--- config.mk ---
export PLATFORM = sky130hd
export DESIGN_NAME = led_scan_controller
export DESIGN_NICKNAME = d
export VERILOG_FILES = /design/src/rtl/led_scan_controller.sv
export SDC_FILE = /design/constraint.sdc
export NUM_CORES = 1
export LEC_CHECK = 0
export ABC_AREA = 1
export BUFFER_PORTS_ARGS = -buffer_cell sky130_fd_sc_hd__buf_2
export CAP_MARGIN = 15
export CORE_ASPECT_RATIO = 0.7
export CORE_MARGIN = 4
export CORE_UTILIZATION = 50
export DETAILED_ROUTE_END_ITERATION = 12
export PLACE_DENSITY_LB_ADDON = 0.05
export SKIP_CTS_REPAIR_TIMING = 1
export SYNTH_ARGS = -nofsm -noshare
export SYNTH_HDL_FRONTEND = slang
export SYNTH_SLANG_ARGS = --single-unit
--- constraint.sdc ---
create_clock -name clk -period 1.9 [get_ports clk]
set_clock_uncertainty 0.05 [all_clocks]
set_input_delay 0.19 -clock clk [delete_from_list [all_inputs] [get_ports clk]]
set_output_delay 0.19 -clock clk [all_outputs]
set_load 0.02 [all_outputs]
--- src/rtl/led_scan_controller.sv ---
// led_scan_controller: column scan FSM with blanking, dwell and a
// double-buffered frame for the N x N LED array driver.
//
// Ports:
//   clk          system clock, rising edge
//   rst          asynchronous active-low reset
//   ena          scan enable, low forces IDLE
//   frame_in     new frame, bit N*j+i is LED (i,j)
//   frame_valid  producer offers frame_in
//   frame_ready  pending buffer empty
//   brightness   dwell duty (only with LED_SCAN_BRIGHTNESS_EN)
//   cells        displayed frame to the driver
//   x            current column to the driver
//   drv_ena      driver enable
//   frame_done   pulse when the last column's dwell completes
//
// Optional feature macro: LED_SCAN_BRIGHTNESS_EN
module led_scan_controller #(
    parameter int N            = 5,
    parameter int DWELL_CYCLES = 1000,
    parameter int BLANK_CYCLES = 16
) (
    input  logic                         clk,
    input  logic                         rst,
    input  logic                         ena,
    input  logic [N*N-1:0]               frame_in,
    input  logic                         frame_valid,
`ifdef LED_SCAN_BRIGHTNESS_EN
    input  logic [$clog2(DWELL_CYCLES+1)-1:0] brightness,
`endif
    output logic                         frame_ready,
    output logic [N*N-1:0]               cells,
    output logic [$clog2(N)+1-1:0]       x,
    output logic                         drv_ena,
    output logic                         frame_done
);

    localparam int MAXC = (BLANK_CYCLES > DWELL_CYCLES) ?
                          BLANK_CYCLES : DWELL_CYCLES;
    localparam int CW   = $clog2(MAXC + 1);
    localparam int XW   = $clog2(N) + 1;

    typedef enum logic [1:0] {
        S_IDLE,
        S_BLANK,
        S_DWELL
    } state_t;

    state_t          state_q, state_d;
    logic [CW-1:0]   cnt_q, cnt_d;
    logic [XW-1:0]   x_q, x_d;
    logic            drv_q, drv_d;
    logic            done_q, done_d;
    logic [N*N-1:0]  cells_q, cells_d;
    logic [N*N-1:0]  pend_q, pend_d;
    logic            full_q, full_d;
    logic            boundary;
    logic            xfer;

`ifdef LED_SCAN_BRIGHTNESS_EN
    localparam int BW = $clog2(DWELL_CYCLES + 1);
    logic [BW-1:0]   bri_q, bri_d;
`endif

    always_comb begin
        state_d  = state_q;
        cnt_d    = cnt_q;
        x_d      = x_q;
        done_d   = 1'b0;
        boundary = 1'b0;
        case (state_q)
            S_IDLE: begin
                cnt_d = '0;
                x_d   = '0;
                if (ena) state_d = S_BLANK;
            end
            S_BLANK: begin
                if (!ena) begin
                    state_d = S_IDLE;
                    cnt_d   = '0;
                    x_d     = '0;
                end else if (cnt_q == CW'(BLANK_CYCLES - 1)) begin
                    state_d = S_DWELL;
                    cnt_d   = '0;
                end else begin
                    cnt_d = cnt_q + 1'b1;
                end
            end
            S_DWELL: begin
                if (!ena) begin
                    state_d = S_IDLE;
                    cnt_d   = '0;
                    x_d     = '0;
                end else if (cnt_q == CW'(DWELL_CYCLES - 1)) begin
                    state_d = S_BLANK;
                    cnt_d   = '0;
                    if (x_q == XW'(N - 1)) begin
                        x_d      = '0;
                        done_d   = 1'b1;
                        boundary = 1'b1;
                    end else begin
                        x_d = x_q + 1'b1;
                    end
                end else begin
                    cnt_d = cnt_q + 1'b1;
                end
            end
            default: begin
                state_d = S_IDLE;
                cnt_d   = '0;
                x_d     = '0;
            end
        endcase

        // swap needs a full buffer and capture needs an empty one,
        // so the two never coincide
        xfer    = frame_valid && !full_q;
        cells_d = cells_q;
        pend_d  = pend_q;
        full_d  = full_q;
        if (boundary && full_q) begin
            cells_d = pend_q;
            full_d  = 1'b0;
        end else if (xfer) begin
            pend_d = frame_in;
            full_d = 1'b1;
        end

        // enable is computed for the next cycle's state so that
        // drv_ena and x update on the same edge
`ifdef LED_SCAN_BRIGHTNESS_EN
        bri_d = bri_q;
        if (state_q == S_BLANK && state_d == S_DWELL)
            bri_d = brightness;
        drv_d = (state_d == S_DWELL) &&
                (32'(cnt_d) < 32'(bri_d));
`else
        drv_d = (state_d == S_DWELL);
`endif
    end

    always_ff @(posedge clk or negedge rst) begin
        if (!rst) begin
            state_q <= S_IDLE;
            cnt_q   <= '0;
            x_q     <= '0;
            drv_q   <= 1'b0;
            done_q  <= 1'b0;
            cells_q <= '0;
            pend_q  <= '0;
            full_q  <= 1'b0;
        end else begin
            state_q <= state_d;
            cnt_q   <= cnt_d;
            x_q     <= x_d;
            drv_q   <= drv_d;
            done_q  <= done_d;
            cells_q <= cells_d;
            pend_q  <= pend_d;
            full_q  <= full_d;
        end
    end

`ifdef LED_SCAN_BRIGHTNESS_EN
    always_ff @(posedge clk or negedge rst) begin
        if (!rst) bri_q <= '0;
        else      bri_q <= bri_d;
    end
`endif

    assign frame_ready = !full_q;
    assign cells       = cells_q;
    assign x           = x_q;
    assign drv_ena     = drv_q;
    assign frame_done  = done_q;

endmodule

==> results of run 1 <==
==> worst min path at each step <==
stage | from | to
after CTS | rst | cnt_q[8]$_DFF_PN0_
final | frame_in[19] | pend_q[19]$_DFFE_PN0P_
after floorplan | rst | cells[0]$_DFFE_PN0P_
after global placement | rst | drv_ena$_DFF_PN0_
after detailed placement | rst | drv_ena$_DFF_PN0_
after global routing | frame_in[21] | pend_q[21]$_DFFE_PN0P_
==> power by group <==
part,leakage (nW),switching [mW],internal (mW)
Combinational,1.06,0.161,0.119
Clock,0.0812,0.522,0.497
Sequential,0.932,0.0418,1.53
Total,2.07,0.724,2.15
==> kinds of logic (layout without fill, tap and decap cells) <==
group / count (synthesis) / count (layout)
xor gates and xnor gates: 7 / 7
adders and majority gates: 7 / 7
and+or+nand+nor: 128 / 129
DFF: 69 / 69
muxes: 25 / 25
AOI/OAI and AO/OA: 32 / 32
buffers and inverters: 30 / 111
==> synthesized netlist by cell type (3+ instances only) <==
cell type,count
sky130_fd_sc_hd__nand2_1,79
sky130_fd_sc_hd__ha_1,7
sky130_fd_sc_hd__o21ai_1,10
sky130_fd_sc_hd__buf_6,3
sky130_fd_sc_hd__xor2_1,6
sky130_fd_sc_hd__dfrtp_1,69
sky130_fd_sc_hd__o21ai_0,21
sky130_fd_sc_hd__nand4_1,6
sky130_fd_sc_hd__mux2_2,25
sky130_fd_sc_hd__nand3_1,12
sky130_fd_sc_hd__nor2_1,20
sky130_fd_sc_hd__inv_1,20
==> state kept, by name (all words and copies together) (netlist names) <==
signal,flops
cnt_q,10
drv_ena,1
pend_q,25
frame_done,1
state_q,2
x,4
full_q,1
cells,25
==> per-stage QoR <==
stage | setup WS, ps | instances | setup TNS (ps)
4_1_cts | 62.9 | 447 | 0
2_1_floorplan | 229 | 298 | 0
6_report | 121 | 455 | 0
5_1_grt | -13.1 | 455 | -73.7
3_5_place_dp | 89.3 | 432 | 0
3_3_place_gp | 168 | 432 | 0
==> metal layers <==
layer,global-route usage,up-vias
met2,0.273,54
met5,0,-
met1,0.255,1032
met3,0.0602,7
met4,0.0531,0
li1,-,1122
==> worst register-to-register path, delay by kind of cell (launching register included) <==
family	cells	cell delay (ps)
fa+ha+maj	1	170
buf+inv	3	340
flops	1	450
simple gates	5	720
==> cells in the final DEF (no fill, tap or decap) <==
| cell | count |
|---|---|
| sky130_fd_sc_hd__nor2_1 | 20 |
| sky130_fd_sc_hd__nor2_8 | 1 |
| sky130_fd_sc_hd__mux2_2 | 25 |
| sky130_fd_sc_hd__ha_2 | 1 |
| sky130_fd_sc_hd__buf_2 | 60 |
| sky130_fd_sc_hd__ha_1 | 6 |
| sky130_fd_sc_hd__nor2_4 | 3 |
| sky130_fd_sc_hd__nand2_2 | 2 |
| sky130_fd_sc_hd__inv_2 | 3 |
| sky130_fd_sc_hd__nand3_2 | 2 |
| sky130_fd_sc_hd__a21oi_1 | 1 |
| sky130_fd_sc_hd__buf_8 | 2 |
| sky130_fd_sc_hd__inv_1 | 19 |
| sky130_fd_sc_hd__dfrtp_2 | 2 |
| sky130_fd_sc_hd__dfrtp_1 | 67 |
| sky130_fd_sc_hd__clkinvlp_4 | 2 |
| sky130_fd_sc_hd__clkbuf_16 | 2 |
| sky130_fd_sc_hd__buf_4 | 7 |
| sky130_fd_sc_hd__nand2_1 | 79 |
| sky130_fd_sc_hd__xnor2_1 | 1 |
| sky130_fd_sc_hd__clkbuf_1 | 1 |
| sky130_fd_sc_hd__nor3_1 | 2 |
| sky130_fd_sc_hd__clkinv_2 | 2 |
| sky130_fd_sc_hd__o21ai_1 | 12 |
| sky130_fd_sc_hd__or2_2 | 2 |
| sky130_fd_sc_hd__clkbuf_8 | 10 |
| sky130_fd_sc_hd__o21ai_0 | 19 |
| sky130_fd_sc_hd__dlygate4sd3_1 | 1 |
| sky130_fd_sc_hd__buf_12 | 2 |
| sky130_fd_sc_hd__nand4_1 | 6 |
| sky130_fd_sc_hd__nand4_4 | 1 |
| sky130_fd_sc_hd__xor2_1 | 6 |
| sky130_fd_sc_hd__nand3_1 | 11 |
==> final cells by class <==
class,instances,area [um^2]
clock inverter,4,25.0
multi-input combinational,200,1190
timing repair buffer,74,483
clock buffer,11,141
sequential,69,1730
inverter,22,82.6
fill,486,2040
tap,75,93.8
==> impl_results.md, run 1 <==
- Gate Count Post-Synth: 298
- Sum of routed wire length over all layers: ~6.5 mm
- Crit path buf inv count: 3
- Vertical die dimension: around 73 um
- Critical Path Slowest Stage Cell: sky130_fd_sc_hd__dfrtp_2
- Total of buffers placed on input and output ports: 60
- Max Root-Sink Buffers: 2
- Fraction of layout instances using a drive strength above 1: 0.339
- Hold Path Cell Cnt: 2
- Simple logic cell fraction of the synthesized area: 0.189
- CP Max Fanout: 13
- Share of the yosys chip area belonging to registers: 0.570
- Count of pins over their slew limit: 0
- Top post-synthesis cells by area: sky130_fd_sc_hd__dfrtp_1 (57%), sky130_fd_sc_hd__nand2_1 (9.8%), sky130_fd_sc_hd__mux2_2 (9.3%)
- Max Cap Viol: 0
- Register bit count reported by yosys: between 60 and 70
- Yosys synthesis warning count: 0
- Routability congestion estimate from global placement: 0.827
- Worst endpoint data arrival time: 2010 ps
- Remaining design rule violation count: 0
- Number of core rows: 23
- Leakage power summed over all cells: 2.07 nW
- Global-route wire length before repair: 10.3 mm
- Number of failing hold endpoints at the final stage: 0
- Uppermost layer routed: met4
- Vias per cell: 4.87
- Path category of the worst min-delay check: input port to register
- Most used DFF post-synth: sky130_fd_sc_hd__dfrtp_1
- Clock insertion delay at the later pin of the skew report: 340 ps
- Register-to-register setup slack: 120 ps
- Start point of the critical path: x[0]$_DFFE_PN0P_
- Clock buffers created by TritonCTS: 9
- Count of inserted antenna diode cells: 0
- Endpoint of the most critical register-to-register path: cells[18]$_DFFE_PN0P_
- Post-synthesis adder-cell area fraction: 0.0289
- Nets: 412
- Data required time of the worst path: 2130 ps
- Power per cell area: about 770 mW/mm^2
- FFs w/ async S/R, synth: 1.00
- Yosys top cell area share: 0.570
- Wire length on met2: 2.89 mm
- Least-Margin Pin Slew: 487 ps
- Netlist area before placement: approximately 0.003 mm^2
- Pin count of the biggest net entering global routing: 70
- Proportion of synthesized area in mux cells: 0.0929
- Run status: finished, final reports clean
- Mean instance size in the synthesized netlist: about 10 um^2
- Final Core Density: 0.647
- Width of the die: slightly above 100 um
- Worst path top cell family by delay: simple AND/OR/NAND/NOR gates
- Average wire length per cell after detail routing: 14.3 um
- Area after detailed placement: 0.00343 mm^2
- Routed met1 length: 3.14 mm
- Vias post-DR: roughly 2200
- Final setup violation count: 0
- Tightest slew margin relative to the limit: 0.673
- Crit path capture type: register
- Number of sinks handled by clock tree synthesis: 69
- Antenna violations before repair: 0
- Top-Level Pins: 61
- Cell area after layout: 0.00374 mm^2
- Cell-by-cell listing of the critical path: inv_1, ha_1, nand3_2, inv_2, nand4_4, buf_12, nor2_4, nand2_1, nand2_1
- CP endpoint: cells[18]$_DFFE_PN0P_
- Largest stage delay, worst path: 450 ps
- Max VDD drop: between 500 and 600 uV
- Clk slew on worst S/H paths: 70 ps
- Sum of overflow across all layers after global routing: 0
- Share of the cycle needed by the critical path after routing: 0.936
- Drt first-iter violations: 60
- Effective utilization at floorplan: 0.524
- Path type of the worst setup path: register to register
- R2R depth: 9
- Main combinational cell family by area after synthesis: simple AND/OR/NAND/NOR gates
- Total number of H-tree levels: 3
- Remaining antenna violation count after routing: 0
- Kind of launch point of the worst setup path: register
- Layout area overhead: 23.5%
- Final HPWL DP: between 4 and 5 mm
- Total die area: 0.00739 mm^2
- Most frequent cell on the critical path: sky130_fd_sc_hd__nand2_1
- Post-synth top area cell: sky130_fd_sc_hd__dfrtp_1
- Root buf cell: sky130_fd_sc_hd__clkbuf_8
- Post-synthesis cell type count: 27
- Upper clock frequency limit: between 0.5 and 0.6 GHz
- Compound-gate portion of the synthesized area: 0.0529
- EDFF count, synth: 0
- Stages on the worst setup path: 9
- Drt pass-1 iters: 4
- Global-route total usage across every layer: 0.182
- Clock tree from TritonCTS: built
- Area of the core: 0.00578 mm^2
- Power after layout: 2.87 mW
- Number of nets in the synthesized netlist: between 300 and 400
- Shortest period the worst path allows: about 1800 ps
- Worst hold slack: 30.9 ps
- Total met3 wirelength after detailed routing: 399 um
- Via count of the first global-routing pass: 2153
- Parity-gate share of the synthesized area counting xor and xnor cells: 0.0202
- Startpoint of the worst-slack reg-to-reg timing path: x[0]$_DFFE_PN0P_
No activity file was read; power rests on OpenSTA's default activity.
==> inputs of run 2 (changes only) <==
--- a/config.mk
+++ b/config.mk
@@ -9,7 +9,7 @@
 export BUFFER_PORTS_ARGS = -buffer_cell sky130_fd_sc_hd__buf_2
 export CAP_MARGIN = 15
 export CORE_ASPECT_RATIO = 0.7
-export CORE_MARGIN = 4
+export CORE_MARGIN = 1
 export CORE_UTILIZATION = 50
 export DETAILED_ROUTE_END_ITERATION = 12
 export PLACE_DENSITY_LB_ADDON = 0.05
==> run 2 against run 1 <==
  * Routed wire length decreased by 7.4%
  * Sequential cell count stayed put
  * Fmax is 1.6% higher
  * Via count is 0.18% higher
  * First-iteration DRC count increased by 52%
  * Non-clock buffer count fell by 2
  * Critical path type unchanged
  * Critical endpoint is now cells[2]$_DFFE_PN0P_
  * Largest cell class unchanged
  * Highest routed layer unchanged
==> impl_results.md, run 2 (synthesis gave the netlist of run 1 again) <==
- Path type of the worst setup path: register to register
- Power per cell area: 794 mW/mm^2 (+3.4%)
- Max VDD drop: 502 uV (-14%)
- Total number of H-tree levels: 3 (unchanged)
- Met1 usage in global routing: 0.279 (+0.0238)
- Pin count of the biggest net entering global routing: 70 (unchanged)
- Antenna violations before repair: 0 (unchanged)
- Share of the cycle needed by the critical path after routing: 0.922 (-0.0143)
- Post-Route Setup TNS: 0 ps (unchanged)
- CP Max Fanout: 7 (-6)
- Vias per cell: 4.89 (+0.40%)
- Data required time of the worst path: 2070 ps (-60 ps)
- Remaining design rule violation count: 0 (unchanged)
- Drt pass-1 iters: 4 (unchanged)
- Final HPWL DP: 3.93 mm (-8.0%)
- Number of core rows: 23 (unchanged)
- R2R depth: 8 (-1)
- Shortest period the worst path allows: 1750 ps (-27.2 ps)
- Nets: 410 (-0.49%)
- Kind of launch point of the worst setup path: register
- Top-Level Pins: 61 (unchanged)
- Count of inserted antenna diode cells: 0 (unchanged)
- Crit path capture type: register
- Layout area overhead: 22.8%
- Number of sinks handled by clock tree synthesis: 69 (unchanged)
- Register-to-register setup slack: 150 ps (+30 ps)
- Startpoint of the worst-slack reg-to-reg timing path: x[0]$_DFFE_PN0P_
- Path category of the worst min-delay check: input port to register
- Endpoint of the most critical register-to-register path: cells[2]$_DFFE_PN0P_
- Clock insertion delay at the later pin of the skew report: 330 ps (about the same)
- Area of the core: 0.00578 mm^2 (unchanged)
- Sum of routed wire length over all layers: 6.01 mm (-7.4%)
- Final setup violation count: 0 (unchanged)
- Max Cap Viol: 0 (unchanged)
- Met2 Resource Use GR: 0.294 (+0.0213)
- Hold path start: frame_in[13]
- Max Root-Sink Buffers: 2 (unchanged)
- Most common cell after layout, fill and taps aside: sky130_fd_sc_hd__nand2_1
- Vertical die dimension: 67.1 um (-8.2%)
- Total of buffers placed on input and output ports: 60 (unchanged)
- Average wire length per cell after detail routing: 13.2 um (-7.2%)
- Vias post-DR: 2219 (+0.18%)
- Root buf cell: sky130_fd_sc_hd__clkbuf_8
- Count of pins over their slew limit: 0 (unchanged)
- Upper clock frequency limit: 0.571 GHz (+1.6%)
- Clock buffers created by TritonCTS: 9 (unchanged)
- GRT busiest layer: met2
- Clock tree from TritonCTS: built
- Final Core Density: 0.643 (-0.00411)
- Cell area after layout: 0.00372 mm^2 (-0.64%)
- Most used cells in the layout excluding fill and tap cells: sky130_fd_sc_hd__nand2_1 (79), sky130_fd_sc_hd__dfrtp_1 (68), sky130_fd_sc_hd__buf_2 (60)
- Fraction of layout instances using a drive strength above 1: 0.332 (-0.00702)
- Total die area: 0.00638 mm^2 (-14%)
- GR Util met3: 0.0708 (+0.0106)
- Global-route wire length before repair: 9.43 mm (-8.1%)
- Unrepaired setup endpoints after global routing: false
- Hold Path Cell Cnt: 2 (unchanged)
- Least-Margin Pin Slew: 556 ps (+69.0 ps)
- Run status: finished, final reports clean
- Global-route total usage across every layer: 0.199 (+0.0168)
- Routability congestion estimate from global placement: 0.839 (+1.4%)
- Remaining antenna violation count after routing: 0 (unchanged)
- Number of failing hold endpoints at the final stage: 0 (unchanged)
- Effective utilization at floorplan: 0.524 (unchanged)
- Via count of the first global-routing pass: 2018 (-6.3%)
- Tightest slew margin relative to the limit: 0.627 (-0.0463)
- Hold-critical path endpoint: pend_q[13]$_DFFE_PN0P_
- Area after detailed placement: 0.00343 mm^2 (unchanged)
- Sum of overflow across all layers after global routing: 0 (unchanged)
- Drt first-iter violations: 91 (+52%)
- Width of the die: 95.0 um (-5.9%)
- Clk slew on worst S/H paths: 70 ps (about the same)
- Worst endpoint data arrival time: 1920 ps (-90 ps)
- Worst hold slack: 32.2 ps (+1.30 ps)
- Leakage power summed over all cells: 2.06 nW (-0.48%)
[run 2: area by class of cell]
class | instances | area [um^2]
Clock buffer | 14 | 173
Timing Repair Buffer | 72 | 443
Inverter | 22 | 82.6
Fill cell | 502 | 2070
Clock inverter | 2 | 16.3
Sequential cell | 69 | 1730
Tap cell | 75 | 93.8
Multi-Input combinational cell | 200 | 1180
[run 2: how the worst max path moves through the flow]
stage                              start                     to  slack [ps]
floorplan               x[0]$_DFFE_PN0P_  cells[10]$_DFFE_PN0P_         230
global placement        x[0]$_DFFE_PN0P_   cells[5]$_DFFE_PN0P_         160
detailed placement      x[0]$_DFFE_PN0P_  cells[20]$_DFFE_PN0P_          90
CTS                     x[0]$_DFFE_PN0P_  cells[20]$_DFFE_PN0P_          90
global route        state_q[0]$_DFF_PN0_  cells[22]$_DFFE_PN0P_           8
finish                  x[0]$_DFFE_PN0P_   cells[2]$_DFFE_PN0P_         150
[run 2: per-layer routing]
layer | part of all wire | vias up | wire (um)
li1 | - | 1123 | -
met1 | 0.50 | 1021 | 3000
met2 | 0.43 | 69 | 2610
met3 | 0.055 | 6 | 330
met4 | 0.0098 | 0 | 59
met5 | 0 | - | 0
[run 2: through the flow]
| step | instances | worst slack [ps] | power, mW |
|---|---|---|---|
| 6_report | 454 | 148 | 2.95 |
| 5_1_grt | 454 | 8.37 | 3.09 |
| 4_1_cts | 448 | 86.7 | 2.99 |
| 3_5_place_dp | 432 | 91.7 | 1.87 |
| 3_3_place_gp | 432 | 157 | 1.87 |
| 2_1_floorplan | 298 | 229 | 1.76 |
[run 2: where the power goes]
part	internal (mW)	switching (mW)
registers	1.53	0.0411
logic	0.119	0.154
clock network	0.585	0.519
total	2.24	0.714
[run 2: critical path, cell delays in order (launching register included)]
cell and delay (ps):
sky130_fd_sc_hd__dfrtp_1 440, sky130_fd_sc_hd__inv_1 110, sky130_fd_sc_hd__ha_1 160, sky130_fd_sc_hd__nand3_2 130, sky130_fd_sc_hd__inv_2 100, sky130_fd_sc_hd__nand4_4 210
sky130_fd_sc_hd__clkbuf_16 240, sky130_fd_sc_hd__o21ai_0 140, sky130_fd_sc_hd__nand2_1 70
